===== src/rtl/ysyx_25030081_ifu.sv =====
// Instruction fetch unit: holds the PC, fetches one 32-bit word per instruction over an
// AR/R read channel and presents it to the decoder with a valid/ready handshake.
// Only one fetch is ever in flight; the next one starts when the downstream stage returns
// the next PC.
module ysyx_25030081_ifu #(
    parameter logic [31:0] RESET_PC = 32'h8000_0000,
    parameter logic [31:0] NOP_INST = 32'h0000_0013
) (
    input  logic        clock,
    input  logic        reset_n,
    // read address channel
    output logic        arvalid,
    input  logic        arready,
    output logic [31:0] araddr,
    // read data channel
    input  logic        rvalid,
    output logic        rready,
    input  logic [31:0] rdata,
    input  logic [1:0]  rresp,
    // decoder handshake
    output logic        inst_valid,
    input  logic        inst_ready,
    output logic [31:0] inst,
    output logic [31:0] inst_pc,
    output logic        inst_fault,
    // next PC from writeback / branch resolution
    input  logic        npc_valid,
    input  logic [31:0] npc,
    output logic [31:0] fetch_cnt
);

    typedef enum logic [1:0] {
        ST_REQ,
        ST_WAIT_R,
        ST_HOLD,
        ST_WAIT_PC
    } state_t;

    state_t      r_state, w_state_next;
    logic [31:0] r_pc, w_pc_next;
    logic        r_rready, w_rready_next;
    logic        r_inst_valid, w_inst_valid_next;
    logic [31:0] r_inst, w_inst_next;
    logic [31:0] r_inst_pc, w_inst_pc_next;
    logic        r_inst_fault, w_inst_fault_next;
    logic [31:0] r_fetch_cnt, w_fetch_cnt_next;

    logic        w_misaligned;

    assign w_misaligned = (r_pc[1:0] != 2'b00);

    // arvalid is a pure decode of the state/PC registers; the reset_n term keeps it low
    // while reset is held (the state register already sits in ST_REQ then).
    assign arvalid    = reset_n && (r_state == ST_REQ) && !w_misaligned;
    assign araddr     = r_pc;
    assign rready     = r_rready;
    assign inst_valid = r_inst_valid;
    assign inst       = r_inst;
    assign inst_pc    = r_inst_pc;
    assign inst_fault = r_inst_fault;
    assign fetch_cnt  = r_fetch_cnt;

    // Next-state and registered-output logic for the fetch sequence.
    always_comb begin
        w_state_next      = r_state;
        w_pc_next         = r_pc;
        w_rready_next     = r_rready;
        w_inst_valid_next = r_inst_valid;
        w_inst_next       = r_inst;
        w_inst_pc_next    = r_inst_pc;
        w_inst_fault_next = r_inst_fault;
        w_fetch_cnt_next  = r_fetch_cnt;

        case (r_state)
            ST_REQ: begin
                if (w_misaligned) begin
                    // Misaligned PC never reaches the bus; hand a faulting NOP downstream.
                    w_inst_next       = NOP_INST;
                    w_inst_pc_next    = r_pc;
                    w_inst_fault_next = 1'b1;
                    w_inst_valid_next = 1'b1;
                    w_state_next      = ST_HOLD;
                end else if (arvalid && arready) begin
                    w_rready_next = 1'b1;
                    w_state_next  = ST_WAIT_R;
                end
            end
            ST_WAIT_R: begin
                if (rvalid && r_rready) begin
                    if (rresp == 2'b00) begin
                        w_inst_next       = rdata;
                        w_inst_fault_next = 1'b0;
                    end else begin
                        w_inst_next       = NOP_INST;
                        w_inst_fault_next = 1'b1;
                    end
                    w_inst_pc_next    = r_pc;
                    w_rready_next     = 1'b0;
                    w_inst_valid_next = 1'b1;
                    w_state_next      = ST_HOLD;
                end
            end
            ST_HOLD: begin
                if (inst_ready) begin
                    w_inst_valid_next = 1'b0;
                    w_fetch_cnt_next  = r_fetch_cnt + 32'd1;
                    w_state_next      = ST_WAIT_PC;
                end
            end
            ST_WAIT_PC: begin
                if (npc_valid) begin
                    w_pc_next    = npc;
                    w_state_next = ST_REQ;
                end
            end
            default: begin
                w_state_next = ST_REQ;
            end
        endcase
    end

    // State and output registers; reset abandons any in-flight bus transaction.
    always_ff @(posedge clock or negedge reset_n) begin
        if (!reset_n) begin
            r_state      <= ST_REQ;
            r_pc         <= RESET_PC;
            r_rready     <= 1'b0;
            r_inst_valid <= 1'b0;
            r_inst       <= NOP_INST;
            r_inst_pc    <= RESET_PC;
            r_inst_fault <= 1'b0;
            r_fetch_cnt  <= 32'd0;
        end else begin
            r_state      <= w_state_next;
            r_pc         <= w_pc_next;
            r_rready     <= w_rready_next;
            r_inst_valid <= w_inst_valid_next;
            r_inst       <= w_inst_next;
            r_inst_pc    <= w_inst_pc_next;
            r_inst_fault <= w_inst_fault_next;
            r_fetch_cnt  <= w_fetch_cnt_next;
        end
    end

`ifndef SYNTHESIS
    // Flag a next-PC pulse that arrives while no fetch is waiting for it (it is dropped).
    always @(posedge clock) begin
        if (reset_n && npc_valid && (r_state != ST_WAIT_PC)) begin
            $warning("ifu: npc_valid outside WAIT_PC ignored, npc=%08h", npc);
        end
    end
`endif

endmodule

===== config.mk =====
export PLATFORM = sky130hd
export DESIGN_NAME = ysyx_25030081_ifu
export DESIGN_NICKNAME = d
export VERILOG_FILES = /design/src/rtl/ysyx_25030081_ifu.sv
export SDC_FILE = /design/constraint.sdc
export NUM_CORES = 1
export LEC_CHECK = 0
export BUFFER_PORTS_ARGS = -buffer_cell sky130_fd_sc_hd__clkbuf_2
export CAP_MARGIN = 20
export CELL_PAD_IN_SITES_DETAIL_PLACEMENT = 1
export CELL_PAD_IN_SITES_GLOBAL_PLACEMENT = 1
export CORE_MARGIN = 1
export CORE_UTILIZATION = 39
export CTS_BUF_LIST = sky130_fd_sc_hd__clkbuf_8
export DETAILED_ROUTE_END_ITERATION = 6
export PLACE_DENSITY_LB_ADDON = 0.1
export SLEW_MARGIN = 20
export SYNTH_ARGS = -nofsm -noshare
export SYNTH_HDL_FRONTEND = slang
export SYNTH_SLANG_ARGS = --single-unit

===== constraint.sdc =====
create_clock -name clock -period 2.45 [get_ports clock]
set_clock_uncertainty 0.15 [all_clocks]
set_input_delay 0.245 -clock clock [delete_from_list [all_inputs] [get_ports clock]]
set_output_delay 0.245 -clock clock [all_outputs]
set_load 0.005 [all_outputs]

### After elaboration in Yosys (flattened, before gate mapping)

Cells that the tools add are included.

| storage, ports and cells | value |
|---|---|
| flip-flop bits (word level) | 133 |
| bits in latches | 0 |
| bits in writable memories | 0 |
| memory bits (read-only) | 0 |
| word-level logic and storage cells | 59 |
| memories | 0 |

| operators by class | value |
|---|---|
| add/subtract/negate cells | 1 |
| multipliers | 0 |
| div/mod/pow operators | 0 |
| magnitude comparators | 0 |
| eq/ne operators | 10 |
| shifts and indexed selects | 0 |
| multiplexer cells | 24 |
| bitwise gates (word level) | 0 |
| reduce and logical (&&, ||, !) cells | 16 |

Operators with widths:

| operator | count |
|---|---|
| $mux 32 | 5 |
| $pmux 32 s2 | 2 |
| $add 32x1->32 const B | 1 |
| $reduce_and 4->1 | 3 |
| $mux 2 | 5 |
| $ne 2x2->1 const B | 5 |
| $mux 1 | 8 |
| $pmux 2 s4 | 1 |
| $eq 2x2->1 const B | 2 |
| $logic_and 1x1->1 | 4 |
| $logic_not 2->1 | 2 |
| $pmux 1 s2 | 2 |
| $reduce_and 2->1 | 2 |
| $reduce_bool 2->1 | 2 |
| $ne 3x2->1 const B | 1 |
| $pmux 1 s3 | 1 |
| $reduce_and 3->1 | 1 |
| $reduce_bool 3->1 | 1 |
| $eq 2x1->1 const B | 1 |
| $ne 2x1->1 const B | 1 |
| $logic_not 1->1 | 1 |

### Depth between registers and ports, before layout

| logic depth | value |
|---|---|
| depth in word-level cells | 7 |
| depth in mapped cells | 8 |
| depth with buffers taken out | 7 |

### Worst setup path before layout

Ideal clock, no wire load.

| timing | value |
|---|---|
| path type | reg-to-reg |
| start point | register r_state[0] |
| end point | register r_inst[18] (netlist: inst[18]) |
| setup time | 121 ps |
| data arrival time | 1740 ps |
| data required time | 2179 ps |
| slack | 439 ps |
| cell stages (with the launch flop) | 8 |
| path buffers | 2 |
| period minus slack after synthesis | 2011 ps |
| cell sequence | dfrtp_1 > inv_1 > ha_1 > nor3b_2 > or3_1 > buf_2 > buf_6 > a22o_1 |

| on the way | value |
|---|---|
| cells in the longest elaborated chain, start to end | 3 |

Ends and longest elaborated chain:

| item | line | text |
|---|---|---|
| start, declared | 39 | `state_t r_state, w_state_next;` |
| start signal, assigned | 134 | `r_state <= w_state_next;` |
| $eq 2x1->1 or $logic_not 2->1 (tied branches) | 74 | `case (r_state)` |
| $ne 2x2->1 (no line) or $reduce_bool 2->1 (tied branches) | - |  |
| $reduce_and 3->1 (no line) | - |  |
| end signal, assigned | 138 | `r_inst <= w_inst_next;` |
| end, declared | 43 | `logic [31:0] r_inst, w_inst_next;` |

Several ways; a longest one is shown, not always the timed one.
A chain may end at the register's enable or synchronous reset.

### Worst setup path in the final report

| timing | value |
|---|---|
| start point | input port reset_n |
| end point | register r_rready (netlist: rready) |

| on the way | value |
|---|---|
| cells in the longest elaborated chain, start to end | 5 |

Ends and longest elaborated chain:

| item | line | text |
|---|---|---|
| start, declared | 10 | `input logic reset_n,` |
| $logic_and 1x1->1 (2 in a row) | 54 | `assign arvalid = reset_n && (r_state == ST_REQ) && !w_misaligned;` |
| $logic_and 1x1->1 | 83 | `end else if (arvalid && arready) begin` |
| $ne 2x1->1 (no line) | - |  |
| $reduce_and 4->1 (no line) | - |  |
| end signal, assigned | 136 | `r_rready <= w_rready_next;` |
| end, declared | 41 | `logic r_rready, w_rready_next;` |

No other way between the ends.

==> impl_metrics.env <==
export IMPL_avgSynthCellArea_um2=12.13
export IMPL_r2r_end="inst[30]$_DFFE_PN0P_"
export IMPL_start_util_pct=40.23
export IMPL_ios=204
export IMPL_synth_seq_cells=133
export IMPL_die_y_um=119.1
export IMPL_grt_max_degree=88
export IMPL_power_density_mw_per_mm2=1075
export IMPL_ys_async_sr_fraction_pct=100.0
export IMPL_fin_nets=801
export IMPL_drc=0
export IMPL_cts_sinks=133
export IMPL_antenna_found_initial=1
export IMPL_crit_slowest_cell="dlygate4sd3_1"
export IMPL_area_growth_synth_to_final_pct=43.53
export IMPL_synth_edf_count=0
export IMPL_power_leakage_nw=4.014
export IMPL_worstPathMaxFanout=50
export IMPL_max_cap_viol_count=0
export IMPL_setup_viol=0
export IMPL_worstRegToRegCells=6
export IMPL_firstDrtPassIters=4
export IMPL_tns_ns=0
export IMPL_timing_final_hold_violations=0
export IMPL_synth_cells=441
export IMPL_place_area_mm2=0.006586
export IMPL_routed_wl_um=15080
export IMPL_syn_nets=519
export IMPL_finalCritPeriodShare_pct=96.53
export IMPL_viasPerCell=4.856
export IMPL_portBuffers=203
export IMPL_hold_path_class="input port to flop"
export IMPL_reg2reg_from="r_state[0]$_DFFE_PN0P_"
export IMPL_grt_usage_pct=22.49
export IMPL_cp_end_kind="flop"
export IMPL_status="finished clean"
export IMPL_final_area_mm2=0.007677
export IMPL_crit_type="input port to flop"
export IMPL_worst_slack_ns=0.08513
export IMPL_drive_above_1_share_pct=40.22
export IMPL_clockBufferDepth=2
export IMPL_hold_path_startpoint="rresp[0]"
export IMPL_ir_worst_vdd_mv=0.5964
export IMPL_fillers=1479
export IMPL_clk_pin_slew_worst_paths_ns=0.07
export IMPL_wl_per_cell_um=16.54
export IMPL_ys_types=43
export IMPL_arrival_ns=2.53
export IMPL_die_x_um=119.1
export IMPL_clk_latency_ns=0.43
export IMPL_post_place_ws_ns=0.1363
export IMPL_hold_path_depth=4
export IMPL_tightest_slew_ns=0.4864
export IMPL_startpoint_type="input port"
export IMPL_root_buffer="clkbuf_8"
export IMPL_crit_chain="dlygate4sd3_1 -> buf_6 -> nand2_1 -> o31ai_1 -> nand2_1 -> o2bb2ai_1 -> dlygate4sd3_1"
export IMPL_seq_area_frac_synth_pct=62.34
export IMPL_grt_pass1_vias=4704
export IMPL_core_area_mm2=0.01330
export IMPL_required_ns=2.61
export IMPL_vias=4429
export IMPL_diodes=0
export IMPL_htreeDepth=4
export IMPL_grt_pass1_wl_um=24620
export IMPL_r2r_slack_ns=0.16
export IMPL_ant_nets=0
export IMPL_cts_tree="yes"
export IMPL_synthFlopType="dfrtp_1"
export IMPL_period_needed_ns=2.365
export IMPL_cts_made_buffers=17
export IMPL_gp_congestion=0.8081
export IMPL_yosysWarningCount=0
export IMPL_syn_cell_area_mm2=0.005349
export IMPL_hpwlAfterDp_um=9736
export IMPL_die_area_mm2=0.01419
export IMPL_max_freq_mhz=422.9
export IMPL_drtIter0Drc=196
export IMPL_postLayoutCoreUtil_pct=57.75
export IMPL_hold_ws_ns=0.09870
export IMPL_holdPathEnd="inst[1]$_DFFE_PN1P_"
export IMPL_rows=42
export IMPL_maxSlewViolCount=0
export IMPL_cpPeakStageDelay_ns=0.58
export IMPL_overflow=0
export IMPL_maxSlewHeadroom_pct=67.58
[synth_stat cells (2+ instances only)]
master	number	area share, %
dfrtp_1	128	60
nand2_1	116	8.1
mux2_2	33	6.9
a22o_1	29	4.7
xnor2_1	21	3.4
nor2_1	10	0.70
xor2_1	10	1.6
buf_2	8	0.75
inv_1	8	0.56
nand3_1	8	0.75
nor3_1	7	0.65
ha_1	6	1.4
buf_1	5	0.35
dfstp_2	5	2.5
nand4_1	5	0.58
and3_1	4	0.47
and4_1	3	0.49
buf_6	3	0.63
o22a_1	3	0.49
a21oi_1	2	0.19
and2_1	2	0.23
nand3_2	2	0.37
nor3_2	2	0.37
nor3b_2	2	0.47
[power breakdown]
part	internal (mW)	switching [mW]	leakage [nW]
clock	0.997	0.825	0.210
combinational	1.38	1.57	2.11
sequential	2.94	0.548	1.69
total	5.32	2.94	4.01
[worst max-delay path by stage]
stage                                       from              endpoint  cells past startpoint
after global routing                     reset_n    rready$_DFFE_PN0P_                      7
after global placement    r_state[0]$_DFFE_PN0P_  inst[27]$_DFFE_PN0P_                      6
final                                    reset_n    rready$_DFFE_PN0P_                      7
after CTS                 r_state[1]$_DFFE_PN0P_               arvalid                      5
after floorplan           r_state[0]$_DFFE_PN0P_  inst[18]$_DFFE_PN0P_                      7
after detailed placement  r_state[0]$_DFFE_PN0P_  inst[13]$_DFFE_PN0P_                      7
[logic make-up after synthesis]
| kind of cell | after synthesis | synth area share (%) |
|---|---|---|
| fa+ha+maj | 6 | 1.403 |
| xor+xnor | 31 | 5.076 |
| compound gates | 41 | 6.433 |
| simple gates | 170 | 15.11 |
| mux | 34 | 7.135 |
| buf+inv | 26 | 2.503 |
| flops | 133 | 62.34 |
[placed cells by master (no fill, tap or decap), types with 6 or more instances in the layout]
cell,Yosys,layout
clkbuf_2,0,202
nor2_1,10,10
dlygate4sd3_1,0,68
nand3_1,8,8
mux2_2,33,33
xor2_1,10,10
a22o_1,29,29
nor3_1,7,6
ha_1,6,6
xnor2_1,21,21
dfrtp_1,128,128
clkbuf_8,0,21
buf_4,1,8
inv_1,8,10
nand2_1,116,116
[cell type report]
class | count | area (um2) | share of cell area [%]
inverter | 8 | 30.03 | 0.3911
multi-input combinational | 282 | 1893 | 24.66
tap | 176 | 220.2 | 2.868
clock inverter | 11 | 107.6 | 1.402
clock buffer | 21 | 289.0 | 3.765
timing repair buffer | 281 | 1803 | 23.48
sequential | 133 | 3334 | 43.43
[routing by layer]
layer | track usage [%] | routed length (um)
met5 | 0 | 0
met4 | 6.883 | 176
met3 | 5.795 | 745
met2 | 38.95 | 7877
met1 | 27.37 | 6283
[per-stage QoR]
stage	instances	power, mW
final	912	8.256
after global routing	912	8.848
after CTS	911	8.337
after detailed placement	811	6.367
after global placement	811	6.204
after floorplan	441	5.039
[worst max-delay path, delay by kind of cell]
family	cells	cell delay, ns
compound gates	2	0.45
buf+inv	3	1.54
simple gates	2	0.26
[registers in the layout, summed over array words and instances (netlist names)]
register    cells
rready          1
araddr         32
inst           32
inst_valid      1
r_state         2
inst_pc        32
inst_fault      1
fetch_cnt      32
[what timing repair did]
item                       CTS  global route
buffers inserted             0             1
hold buffers                68             0
resized for setup            0             1
hold endpoints to repair   113             0
setup endpoints to repair    0            12
No activity file was read; power rests on OpenSTA's default activity.
